<file path="src/rtl/player_motion_box.sv">
// Player sprite box: holds the on-screen position, runs the walk/jump/fall motion once per frame,
// and registers the draw request and colour for the objects mux.
module player_motion_box #(
    parameter int          OBJECT_WIDTH  = 32,
    parameter int          OBJECT_HEIGHT = 32,
    parameter int          INIT_X        = 64,
    parameter int          INIT_Y        = 416,
    parameter int          FLOOR_Y       = 416,
    parameter int          SCREEN_W      = 640,
    parameter int          WALK_SPEED    = 2,
    parameter int          JUMP_VELOCITY = 12,
    parameter int          GRAVITY       = 1,
    parameter int          MAX_FALL      = 8,
    parameter logic [7:0]  OBJECT_COLOR  = 8'hE4
) (
    input  logic        clk,
    input  logic        resetN,
    input  logic        startOfFrame,
    input  logic [10:0] pixelX,
    input  logic [10:0] pixelY,
    input  logic        leftKey,
    input  logic        rightKey,
    input  logic        jumpKey,
    output logic        drawingRequest,
    output logic [7:0]  RGBout,
    output logic [10:0] topLeftX,
    output logic [10:0] topLeftY,
    output logic        airborne
);

    typedef enum logic [1:0] {ST_GROUND, ST_JUMP, ST_FALL} state_t;

    localparam logic [10:0]        X_INIT  = 11'(INIT_X);
    localparam logic [10:0]        Y_INIT  = 11'(INIT_Y);
    localparam logic [10:0]        X_MAX   = 11'(SCREEN_W - OBJECT_WIDTH);
    localparam logic [10:0]        WALK    = 11'(WALK_SPEED);
    localparam logic [10:0]        FLOOR11 = 11'(FLOOR_Y);
    localparam logic signed [11:0] FLOOR12 = 12'(FLOOR_Y);
    localparam logic [11:0]        OW12    = 12'(OBJECT_WIDTH);
    localparam logic [11:0]        OH12    = 12'(OBJECT_HEIGHT);
    localparam logic signed [5:0]  VY_JUMP = 6'(-JUMP_VELOCITY);
    localparam logic signed [5:0]  VY_GRAV = 6'(GRAVITY);
    localparam logic signed [5:0]  VY_MAX  = 6'(MAX_FALL);

    state_t             r_state;
    logic [10:0]        r_x;
    logic [10:0]        r_y;
    logic signed [5:0]  r_vy;
    logic               r_draw;
    logic [7:0]         r_rgb;
    logic               r_airborne;

    logic [10:0]        w_x_next;
    logic signed [11:0] w_vy_ext;
    logic signed [11:0] w_y_sum;
    logic signed [5:0]  w_vy_inc;
    logic [11:0]        w_px;
    logic [11:0]        w_py;
    logic [11:0]        w_x_lo;
    logic [11:0]        w_y_lo;
    logic               w_inside;

    // NOTE: every always_comb output gets a default first, so no path can infer a latch.
    always_comb begin
        w_x_next = r_x;
        if (leftKey && !rightKey)
            w_x_next = (r_x < WALK) ? '0 : r_x - WALK;
        else if (rightKey && !leftKey)
            w_x_next = (r_x > X_MAX - WALK) ? X_MAX : r_x + WALK;
    end

    // Y is widened to signed 12 bits so a jump through the ceiling shows up as a negative sum.
    assign w_vy_ext = {{6{r_vy[5]}}, r_vy};
    assign w_y_sum  = $signed({1'b0, r_y}) + w_vy_ext;
    assign w_vy_inc = r_vy + VY_GRAV;

    assign w_px     = {1'b0, pixelX};
    assign w_py     = {1'b0, pixelY};
    assign w_x_lo   = {1'b0, r_x};
    assign w_y_lo   = {1'b0, r_y};
    assign w_inside = (w_px >= w_x_lo) && (w_px < w_x_lo + OW12) &&
                      (w_py >= w_y_lo) && (w_py < w_y_lo + OH12);

    // NOTE: reset is synchronous and checked first, so it beats a coincident startOfFrame.
    always_ff @(posedge clk) begin
        if (!resetN) begin
            r_state    <= ST_GROUND;
            r_x        <= X_INIT;
            r_y        <= Y_INIT;
            r_vy       <= '0;
            r_draw     <= 1'b0;
            r_rgb      <= 8'h00;
            r_airborne <= 1'b0;
        end else begin
            r_draw <= w_inside;
            r_rgb  <= OBJECT_COLOR;
            if (startOfFrame) begin
                r_x <= w_x_next;
                case (r_state)
                    ST_GROUND: begin
                        if (jumpKey) begin
                            r_vy       <= VY_JUMP;
                            r_state    <= ST_JUMP;
                            r_airborne <= 1'b1;
                        end else begin
                            r_vy <= '0;
                        end
                    end
                    ST_JUMP: begin
                        if (w_y_sum[11]) begin
                            r_y     <= '0;
                            r_vy    <= '0;
                            r_state <= ST_FALL;
                        end else begin
                            r_y  <= w_y_sum[10:0];
                            r_vy <= w_vy_inc;
                            if (!w_vy_inc[5])
                                r_state <= ST_FALL;
                        end
                    end
                    ST_FALL: begin
                        if (w_y_sum >= FLOOR12) begin
                            r_y        <= FLOOR11;
                            r_vy       <= '0;
                            r_state    <= ST_GROUND;
                            r_airborne <= 1'b0;
                        end else begin
                            r_y  <= w_y_sum[10:0];
                            r_vy <= (w_vy_inc > VY_MAX) ? VY_MAX : w_vy_inc;
                        end
                    end
                    default: begin
                        r_state    <= ST_GROUND;
                        r_airborne <= 1'b0;
                    end
                endcase
            end
        end
    end

    assign drawingRequest = r_draw;
    assign RGBout         = r_rgb;
    assign topLeftX       = r_x;
    assign topLeftY       = r_y;
    assign airborne       = r_airborne;

endmodule

</file>
<file path="config.mk">
export PLATFORM = sky130hd
export DESIGN_NAME = player_motion_box
export DESIGN_NICKNAME = d
export VERILOG_FILES = /design/src/rtl/player_motion_box.sv
export SDC_FILE = /design/constraint.sdc
export NUM_CORES = 1
export LEC_CHECK = 0
export BUFFER_PORTS_ARGS = -buffer_cell sky130_fd_sc_hd__buf_2
export CELL_PAD_IN_SITES_DETAIL_PLACEMENT = 0
export CELL_PAD_IN_SITES_GLOBAL_PLACEMENT = 2
export CORE_UTILIZATION = 25
export DETAILED_ROUTE_END_ITERATION = 16
export PLACE_DENSITY = 0.64
export SETUP_SLACK_MARGIN = 0.3
export SKIP_LAST_GASP = 1
export SYNTH_ARGS = -nofsm -noshare
export SYNTH_HDL_FRONTEND = slang
export SYNTH_SLANG_ARGS = --single-unit
</file>
<file path="constraint.sdc">
create_clock -name clk -period 3.7 [get_ports clk]
set_input_delay 1.11 -clock clk [delete_from_list [all_inputs] [get_ports clk]]
set_output_delay 1.11 -clock clk [all_outputs]
set_load 0.005 [all_outputs]
</file>
==> results.py, run 1 <==
metrics = {
    "run_status": {
        "outcome": "complete, no violations",
    },
    "routing": {
        "ant_nets": 0,
        "via_per_inst": 5.09,
        "post-route-drc-count": 0,
        "drt_iter0_drc": 176,
        "wl_microns": 9980,
        "vias": 3343,
        "routedWlPerCell_microns": 15.2,
        "drt_pass1_iterations": 4,
    },
    "sta": {
        "finalHoldViolations": 0,
        "skew_ns": 0.00815,
        "fmax_mhz": 322,
        "worst_slew_margin_rel_pct": 62.4,
        "fin_crit_sh_pct": 83.8,
        "fin_setup_tns_ns": 0,
        "tightest_slew_ns": 0.564,
        "setup_viol": 0,
        "rsz0062_at_grt": "no",
        "drv_slew": 0,
        "period_minus_slack_ns": 3.10,
    },
    "setup_path": {
        "required_ns": 3.90,
        "crit_fanout": 8,
        "crit_type": "reg -> reg",
        "worst_setup_path_end_kind": "flip-flop",
        "reg2regPathDepth": 11,
        "r2r-end": "r_state[0]",
        "r2r-start": "r_vy[0]",
        "r2r_slack_ns": 0.60,
        "cp-start-kind": "flip-flop",
        "cp.arrival_ns": 3.30,
    },
    "floorplanning": {
        "die-width_microns": 120,
        "row_count": 42,
        "die_area_sq_um": 14500,
        "die_h_microns": 120,
        "coreArea_sq_um": 13500,
        "io_pins": 60,
        "start_util_pct": 26.0,
    },
    "layout": {
        "drive_gt1_share_pct": 17.3,
        "layout_common_cells": "ha_1, buf_2, inv_1",
        "design_area_sq_um": 4090,
        "instances_no_fill": 657,
        "nNetsFinal": 565,
        "num_antenna_cells": 0,
        "synthToLayoutAreaGrowth_pct": 16.6,
        "layout_commonest_cell": "ha_1",
    },
    "clock_network": {
        "cts-buffers-inserted": 5,
        "clk_latency_ns": 0.28,
        "path_clk_slew_ns": 0.06,
        "cts_tree": "yes",
        "cts_resized": 0,
        "clockBufferDepth": 2,
        "postCtsHoldBufs": 0,
        "cts_max_level": 2,
        "root_buffer": "clkbuf_16",
        "cts_num_sinks": 32,
        "postCtsSetupBuffers": 0,
    },
    "power": {
        "power_density_nw_per_um2": 354,
        "vdd.ir_drop.worst_uv": 155,
        "leakage_uw": 0.00178,
    },
    "global_route": {
        "grtUsageMet1_pct": 18.5,
        "use_met3_pct": 1.79,
        "grt_max_degree": 19,
        "grt_use_total_pct": 14.1,
        "grt_pass1_vias": 3173,
        "gr-total-overflow": 0,
        "top_usage_layer": "met2",
        "grt_pass1_wl_microns": 16300,
        "antenna_found_initial": 0,
        "met2_usage_pct": 24.1,
    },
    "yosys": {
        "synthCells": 432,
        "yosysWarningCount": 0,
        "synth-edff-count": 0,
        "async_reset_ff_share_pct": 0,
        "syn_area_sq_um": 3500,
        "yosysTopAreaCell": "ha_1",
        "synth.distinct_cells": 71,
        "yosys-top-cells-area": "ha_1, dfxtp_1, xnor2_1, inv_1, a21oi_1",
        "avgSynthCellArea_sq_um": 8.11,
        "synth_top_area_share_pct": 20.0,
        "ys_ff_latch": 32,
        "yosysSeqAreaShare_pct": 18.3,
        "synthFlopType": "dfxtp_1",
    },
    "min_path": {
        "min_to": "airborne",
        "hp-class": "reg -> reg",
        "min-delay-start": "airborne",
        "hold_depth": 2,
    },
    "placement": {
        "placed_cell_area_sq_um": 3920,
        "dp_hpwl_microns": 8020,
        "place_congestion": 0.784,
        "io_buffers": 53,
        "place_inst": 649,
    },
    "job": {
        "cap_violations": 0,
    },
}
## logic make-up (layout without fill, tap and decap cells)
kind of cell / count (synthesis) / count (layout) / synth area share [%]
DFF: 32 / 32 / 18.3
and+or+nand+nor: 126 / 126 / 19.1
xor gates and xnor gates: 18 / 18 / 4.50
AOI/OAI and AO/OA: 134 / 134 / 28.5
muxes: 5 / 5 / 1.43
buffers and inverters: 59 / 104 / 7.46
other: 1 / 5 / 0.107
adders and majority gates: 57 / 57 / 20.6
## cells in the mapped netlist, drive strengths merged (4+ instances only)
master / count
ha: 56
inv: 39
dfxtp: 32
a21oi: 31
nand2: 26
nor2: 24
o21ai: 20
nand3: 19
xnor2: 16
nor3: 13
nand4: 11
clkbuf: 10
a211oi: 9
buf: 9
o21a: 9
nand2b: 7
nor2b: 6
a2111oi: 5
a21o: 5
a22oi: 5
and3: 5
mux2i: 5
a221o: 4
a221oi: 4
a32o: 4
o211ai: 4
## state kept, by name, indices dropped and copies added (netlist names)
name	flops
topLeftY	11
topLeftX	10
airborne	1
RGBout	1
drawingRequest	1
r_state	2
r_vy	6
## critical path, cell delays in order, from the launching register on
cell and delay, ns:
dfxtp_1 0.41, ha_1 0.21, inv_1 0.06, fa_1 0.37, nand2b_1 0.20, a21o_1 0.22, a211oi_2 0.23, nor2_1 0.09
a221o_1 0.41, a31o_4 0.30, a221oi_2 0.31, mux2i_1 0.22
## per-layer routing
metal  wire, microns  part of all wire, %
met1            4860                   49
met2            4710                   47
met3             295                  3.0
met4             121                  1.2
met5               0                    0
## worst max path at each step
| stage | from | end |
|---|---|---|
| 2_1_floorplan | r_vy[0] | topLeftY[6] |
| 3_3_place_gp | pixelX[1] | drawingRequest |
| 3_5_place_dp | r_vy[0] | topLeftY[6] |
| 4_1_cts | topLeftY[0] | r_state[0] |
| 5_1_grt | r_vy[0] | r_state[0] |
| 6_report | r_vy[0] | r_state[0] |
## stage by stage
| step | power [uW] | utilization, % | hold WS [ns] | worst slack (ns) |
|---|---|---|---|---|
| after floorplan | 820 | - | 0.455 | 0.903 |
| after global placement | 976 | 29.1 | 0.454 | 0.551 |
| after detailed placement | 973 | 29.1 | 0.473 | 0.570 |
| after CTS | 1460 | 30.4 | 0.479 | 0.569 |
| after global routing | 1540 | 30.4 | 0.487 | 0.393 |
| final | 1450 | 30.4 | 0.466 | 0.599 |
## final cells by class
type / count / area [sq um]
Fill cell: 1478 / 9370
Multi-Input combinational cell: 345 / 2620
Sequential cell: 32 / 641
Timing Repair Buffer: 57 / 295
Tap cell: 176 / 220
Inverter: 39 / 146
Clock buffer: 5 / 125
Clock inverter: 3 / 42.5
## power by group
group / total, uW / internal, uW / leakage [uW] / switching, uW
registers: 413 / 370 / 0.000261 / 42.4
clock network: 484 / 316 / 0.0000798 / 168
logic: 549 / 227 / 0.00144 / 322
total: 1450 / 914 / 0.00178 / 533
Power figures use the tool's default switching activity.
==> run 2, diff against run 1 <==
- clock period: 3.7 -> 2.9 ns (I/O delays scaled with it)
==> results.py, run 2 (synthesized netlist as in run 1, its figures left out) <==
metrics = {
    "run_status": {
        "outcome": "complete, no violations",
    },
    "placement": {
        "dp_hpwl_microns": 8470,
        "io_buffers": 53,
        "place_inst": 684,
        "preCtsSetupSlack_ns": -0.00417,
        "place_congestion": 0.813,
    },
    "clock_network": {
        "cts_max_level": 2,
        "clk_latency_ns": 0.29,
        "cts_tree": "yes",
        "path_clk_slew_ns": 0.06,
        "root_buffer": "clkbuf_16",
        "cts_num_sinks": 32,
        "clockBufferDepth": 2,
        "cts-buffers-inserted": 5,
        "postCtsHoldBufs": 0,
    },
    "floorplanning": {
        "io_pins": 60,
        "start_util_pct": 26.0,
        "die-width_microns": 120,
        "coreArea_sq_um": 13500,
        "row_count": 42,
        "die_h_microns": 120,
        "die_area_sq_um": 14500,
    },
    "global_route": {
        "met2_usage_pct": 25.9,
        "grt_pass1_vias": 3480,
        "grtUsageMet1_pct": 19.8,
        "grt_use_total_pct": 15.1,
        "gr-total-overflow": 0,
        "grt_pass1_wl_microns": 17300,
        "antenna_found_initial": 0,
        "top_usage_layer": "met2",
        "grt_max_degree": 18,
        "use_met3_pct": 2.03,
    },
    "setup_path": {
        "cp.arrival_ns": 2.98,
        "crit_fanout": 7,
        "worst_setup_path_end_kind": "flip-flop",
        "crit_type": "reg -> reg",
        "cp-start-kind": "flip-flop",
        "crit_start": "topLeftY[0]",
        "required_ns": 3.07,
        "r2r-start": "topLeftY[0]",
    },
    "layout": {
        "fin_util_pct": 33.3,
        "layout_common_cells": "ha_1, buf_2, buf_4",
        "instances_no_fill": 699,
        "largest_reg_flops": 11,
        "num_antenna_cells": 0,
        "drive_gt1_share_pct": 27.5,
        "synthToLayoutAreaGrowth_pct": 27.7,
        "fill_cells": 1478,
        "nNetsFinal": 607,
        "layout_commonest_cell": "ha_1",
    },
    "routing": {
        "drt_pass1_iterations": 4,
        "post-route-drc-count": 0,
        "vias": 3564,
        "drt_iter0_drc": 181,
        "via_per_inst": 5.10,
        "wl_microns": 10700,
        "ant_nets": 0,
        "routedWlPerCell_microns": 15.2,
    },
    "job": {
        "cap_violations": 0,
    },
    "sta": {
        "tightest_slew_ns": 0.572,
        "period_minus_slack_ns": 2.80,
        "drv_slew": 0,
        "finalHoldViolations": 0,
        "worst_slew_margin_rel_pct": 61.8,
        "skew_ns": 0.00874,
        "worst_slack_ns": 0.0972,
        "rsz0062_at_grt": "yes",
        "setup_viol": 0,
        "fin_crit_sh_pct": 96.6,
        "fmax_mhz": 357,
    },
    "min_path": {
        "hp-class": "reg -> reg",
        "min-delay-start": "airborne",
    },
    "power": {
        "power_density_nw_per_um2": 437,
        "p_total_uw": 1960,
        "vdd.ir_drop.worst_uv": 179,
        "leakage_uw": 0.00199,
    },
}
run 2: changes by cell type in the layout (fill, tap and decap cells not counted), sizes merged:
cell      change
bufinv        -1
buf          +42
clkinvlp      -1
clkinv        +1
clkbuf        +1
run 2: timing repair:
item | in CTS | in global routing
pin swaps | 16 | 17
cloned | 0 | 0
endpoints found under the setup margin | 21 | 23
buffers inserted | 6 | 1
resized for setup | 8 | 9
run 2: worst max-delay path: stages (launching register included):
cell	delay, ns
dfxtp_4	0.36
ha_4	0.13
inv_2	0.03
fa_2	0.34
nand2b_4	0.15
a21o_1	0.21
a211oi_2	0.28
nor4b_1	0.09
o2bb2ai_1	0.24
buf_4	0.16
a31o_4	0.22
o31ai_4	0.07
buf_6	0.15
a221o_1	0.26
run 2: layer usage:
layer	wire, microns	part of all wire, %	up-vias
li1	-	-	1791
met1	5130	48	1700
met2	5130	48	66
met3	287	2.7	7
met4	110	1.0	0
met5	0	0	-
run 2: power by group:
part	internal (uW)	switching [uW]	leakage, uW
logic	415	479	0.00165
registers	472	35.9	0.000264
clock network	339	214	0.0000766
run 2: stage by stage:
| step | hold WS [ns] | TNS, ns | area [sq um] |
|---|---|---|---|
| after global placement | 0.463 | 0 | 4220 |
| after detailed placement | 0.466 | -0.00417 | 4220 |
| after global routing | 0.497 | -0.134 | 4480 |
| after CTS | 0.473 | 0 | 4450 |
| after floorplan | 0.455 | 0 | 3550 |
| final | 0.463 | 0 | 4480 |
run 2: worst paths after layout:
check / slack, ns / to / cells after the start
hold reg to reg: 0.46 / airborne / 2
hold / removal: 0.46 / airborne / 2
setup reg to reg: 0.1 / topLeftY[8] / 13
setup / recovery: 0.1 / topLeftY[8] / 13
run 2: cell type report:
cell class                      count  area (sq um)  area share, %
Clock buffer                        6           139           3.10
Clock inverter                      2          10.0          0.224
Inverter                           39           146           3.27
Multi-Input combinational cell    345          2680           59.8
Sequential cell                    32           652           14.6
Tap cell                          176           220           4.92
Timing Repair Buffer               99           631           14.1
==> run 3, diff against run 2 <==
- CORE_UTILIZATION: 25 -> 34
- PLACE_DENSITY: 0.64 -> 0.83
==> results.py, run 3 (synthesized netlist as in run 1, its figures left out) <==
metrics = {
    "sta": {
        "finalHoldViolations": 0,
        "drv_slew": 0,
        "worst_slack_ns": 0.117,
        "fmax_mhz": 359,
        "skew_ns": 0.00689,
        "fin_setup_tns_ns": 0,
        "rsz0062_at_grt": "yes",
        "setup_viol": 0,
        "period_minus_slack_ns": 2.78,
        "fin_crit_sh_pct": 96.0,
        "tightest_slew_ns": 0.629,
        "worst_slew_margin_rel_pct": 57.6,
    },
    "setup_path": {
        "path_buf_inv": 1,
        "worst_setup_path_end_kind": "flip-flop",
        "cp.arrival_ns": 2.96,
        "crit_chain": "ha_4, inv_2, fa_2, nand2b_4, a21o_1, a211oi_2, nor2_1, a221o_1, a31o_4, o211a_4, a32o_1",
        "critPathTopFamily": "compound AO/OA/AOI/OAI gates",
        "r2r-start": "topLeftY[0]",
        "required_ns": 3.08,
        "reg2regPathDepth": 11,
        "r2r_slack_ns": 0.12,
        "critical-path-max-stage-delay_ns": 0.39,
        "crit_type": "reg -> reg",
        "r2r-end": "topLeftY[10]",
        "crit_fanout": 7,
        "cp-start-kind": "flip-flop",
        "crit_slowest_cell": "a221o_1",
    },
    "floorplanning": {
        "coreArea_sq_um": 9860,
        "die_h_microns": 104,
        "row_count": 36,
        "die_area_sq_um": 10700,
        "io_pins": 60,
        "die-width_microns": 104,
        "start_util_pct": 35.5,
    },
    "power": {
        "p_switching_uw": 683,
        "power_density_nw_per_um2": 393,
        "p_sw_share_pct": 39.9,
        "pwr-share-clk_pct": 21.6,
        "p_comb_share_pct": 48.5,
        "seqPwrFrac_pct": 29.8,
        "p_int_uw": 1030,
        "leakage_uw": 0.00193,
        "vdd.ir_drop.worst_uv": 227,
    },
    "routing": {
        "wl_microns": 9850,
        "vias": 3496,
        "via_per_inst": 5.41,
        "drt_pass1_iterations": 4,
        "routedWlPerCell_microns": 15.2,
        "post-route-drc-count": 0,
        "ant_nets": 0,
        "drt_iter0_drc": 135,
    },
    "layout": {
        "layout_common_cells": "ha_1, buf_2, inv_1, buf_4, dfxtp_1",
        "synthToLayoutAreaGrowth_pct": 24.3,
        "largest_reg_flops": 11,
        "design_area_sq_um": 4360,
        "drive_gt1_share_pct": 27.9,
        "num_antenna_cells": 0,
        "instances_no_fill": 646,
        "nNetsFinal": 597,
    },
    "min_path": {
        "hp-class": "reg -> reg",
        "hold_depth": 2,
        "min-delay-start": "airborne",
        "min_to": "airborne",
    },
    "global_route": {
        "gr-total-overflow": 0,
        "antenna_found_initial": 0,
        "grt_max_degree": 19,
        "grt_pass1_wl_microns": 16300,
        "grt_use_total_pct": 18.4,
        "grt_pass1_vias": 3328,
    },
    "placement": {
        "dp_hpwl_microns": 7700,
        "place_congestion": 0.822,
        "placed_cell_area_sq_um": 4050,
        "preCtsSetupSlack_ns": -0.00220,
        "place_inst": 626,
        "io_buffers": 53,
    },
    "clock_network": {
        "cts_num_sinks": 32,
        "root_buffer": "clkbuf_8",
        "cts-buffers-inserted": 5,
        "clockBufferDepth": 2,
        "postCtsHoldBufs": 0,
        "cts_tree": "yes",
        "cts_max_level": 2,
        "clk_latency_ns": 0.28,
        "path_clk_slew_ns": 0.08,
    },
    "job": {
        "cap_violations": 0,
    },
    "run_status": {
        "outcome": "complete, no violations",
    },
}
run 3: cell count changes in the layout (fill, tap and decap cells not counted), sizes merged:
cell,delta
buf,-10
run 3: final cells by class:
class | instances | area, sq um
clock buffers | 6 | 82.6
clock inverters | 2 | 10.0
fillers | 1036 | 5510
inverters | 39 | 146
multi-input cells | 345 | 2760
flip-flops and latches | 32 | 654
well taps | 133 | 166
repair buffers | 89 | 536
run 3: worst max path at each step:
stage	start	endpoint	slack [ns]	depth (start not counted)
global placement	pixelX[1]	drawingRequest	0.04	10
floorplan	topLeftY[0]	topLeftY[6]	0.22	11
global route	topLeftY[0]	topLeftY[8]	-0.01	11
finish	topLeftY[0]	topLeftY[10]	0.12	11
CTS	topLeftY[0]	topLeftY[9]	0.10	11
detailed placement	pixelX[1]	drawingRequest	-0.002	10
run 3: through the flow:
| stage | utilization, % | hold WS (ns) | total power [uW] |
|---|---|---|---|
| after CTS | 43.9 | 0.471 | 1710 |
| after floorplan | - | 0.455 | 1050 |
| after global routing | 44.2 | 0.491 | 1840 |
| after detailed placement | 41.0 | 0.460 | 1290 |
| after global placement | 41.0 | 0.455 | 1280 |
| final | 44.2 | 0.469 | 1710 |
run 3: power by group through the flow:
stage | clock [uW] | combinational [uW] | sequential (uW)
CTS | 387 | 815 | 510
global placement | 0 | 762 | 519
finish | 370 | 830 | 511
detailed placement | 0 | 767 | 519
floorplan | 0 | 527 | 520
global route | 407 | 920 | 515
run 3: metal layers:
| layer | part of all wire, % | wire length [microns] | GRT usage (%) | up-vias |
|---|---|---|---|---|
| met4 | 0.68 | 67 | 4.14 | 0 |
| met1 | 48 | 4690 | 24.1 | 1651 |
| li1 | - | - | - | 1781 |
| met2 | 49 | 4820 | 32.1 | 60 |
| met5 | 0 | 0 | 0 | - |
| met3 | 2.7 | 265 | 2.27 | 4 |
run 3: worst register-to-register path, cell delays in order (launching register included):
cell      delay, ns
dfxtp_4        0.36
ha_4           0.13
inv_2          0.03
fa_2           0.33
nand2b_4       0.15
a21o_1         0.20
a211oi_2       0.25
nor2_1         0.09
a221o_1        0.39
a31o_4         0.28
o211a_4        0.26
a32o_1         0.21
run 3: timing repair:
item / CTS / global route
pin swaps: 24 / 15
gates resized for setup: 21 / 7
hold endpoints to repair: 0 / 0
endpoints found under the setup margin: 22 / 22
setup buffers: 11 / 1
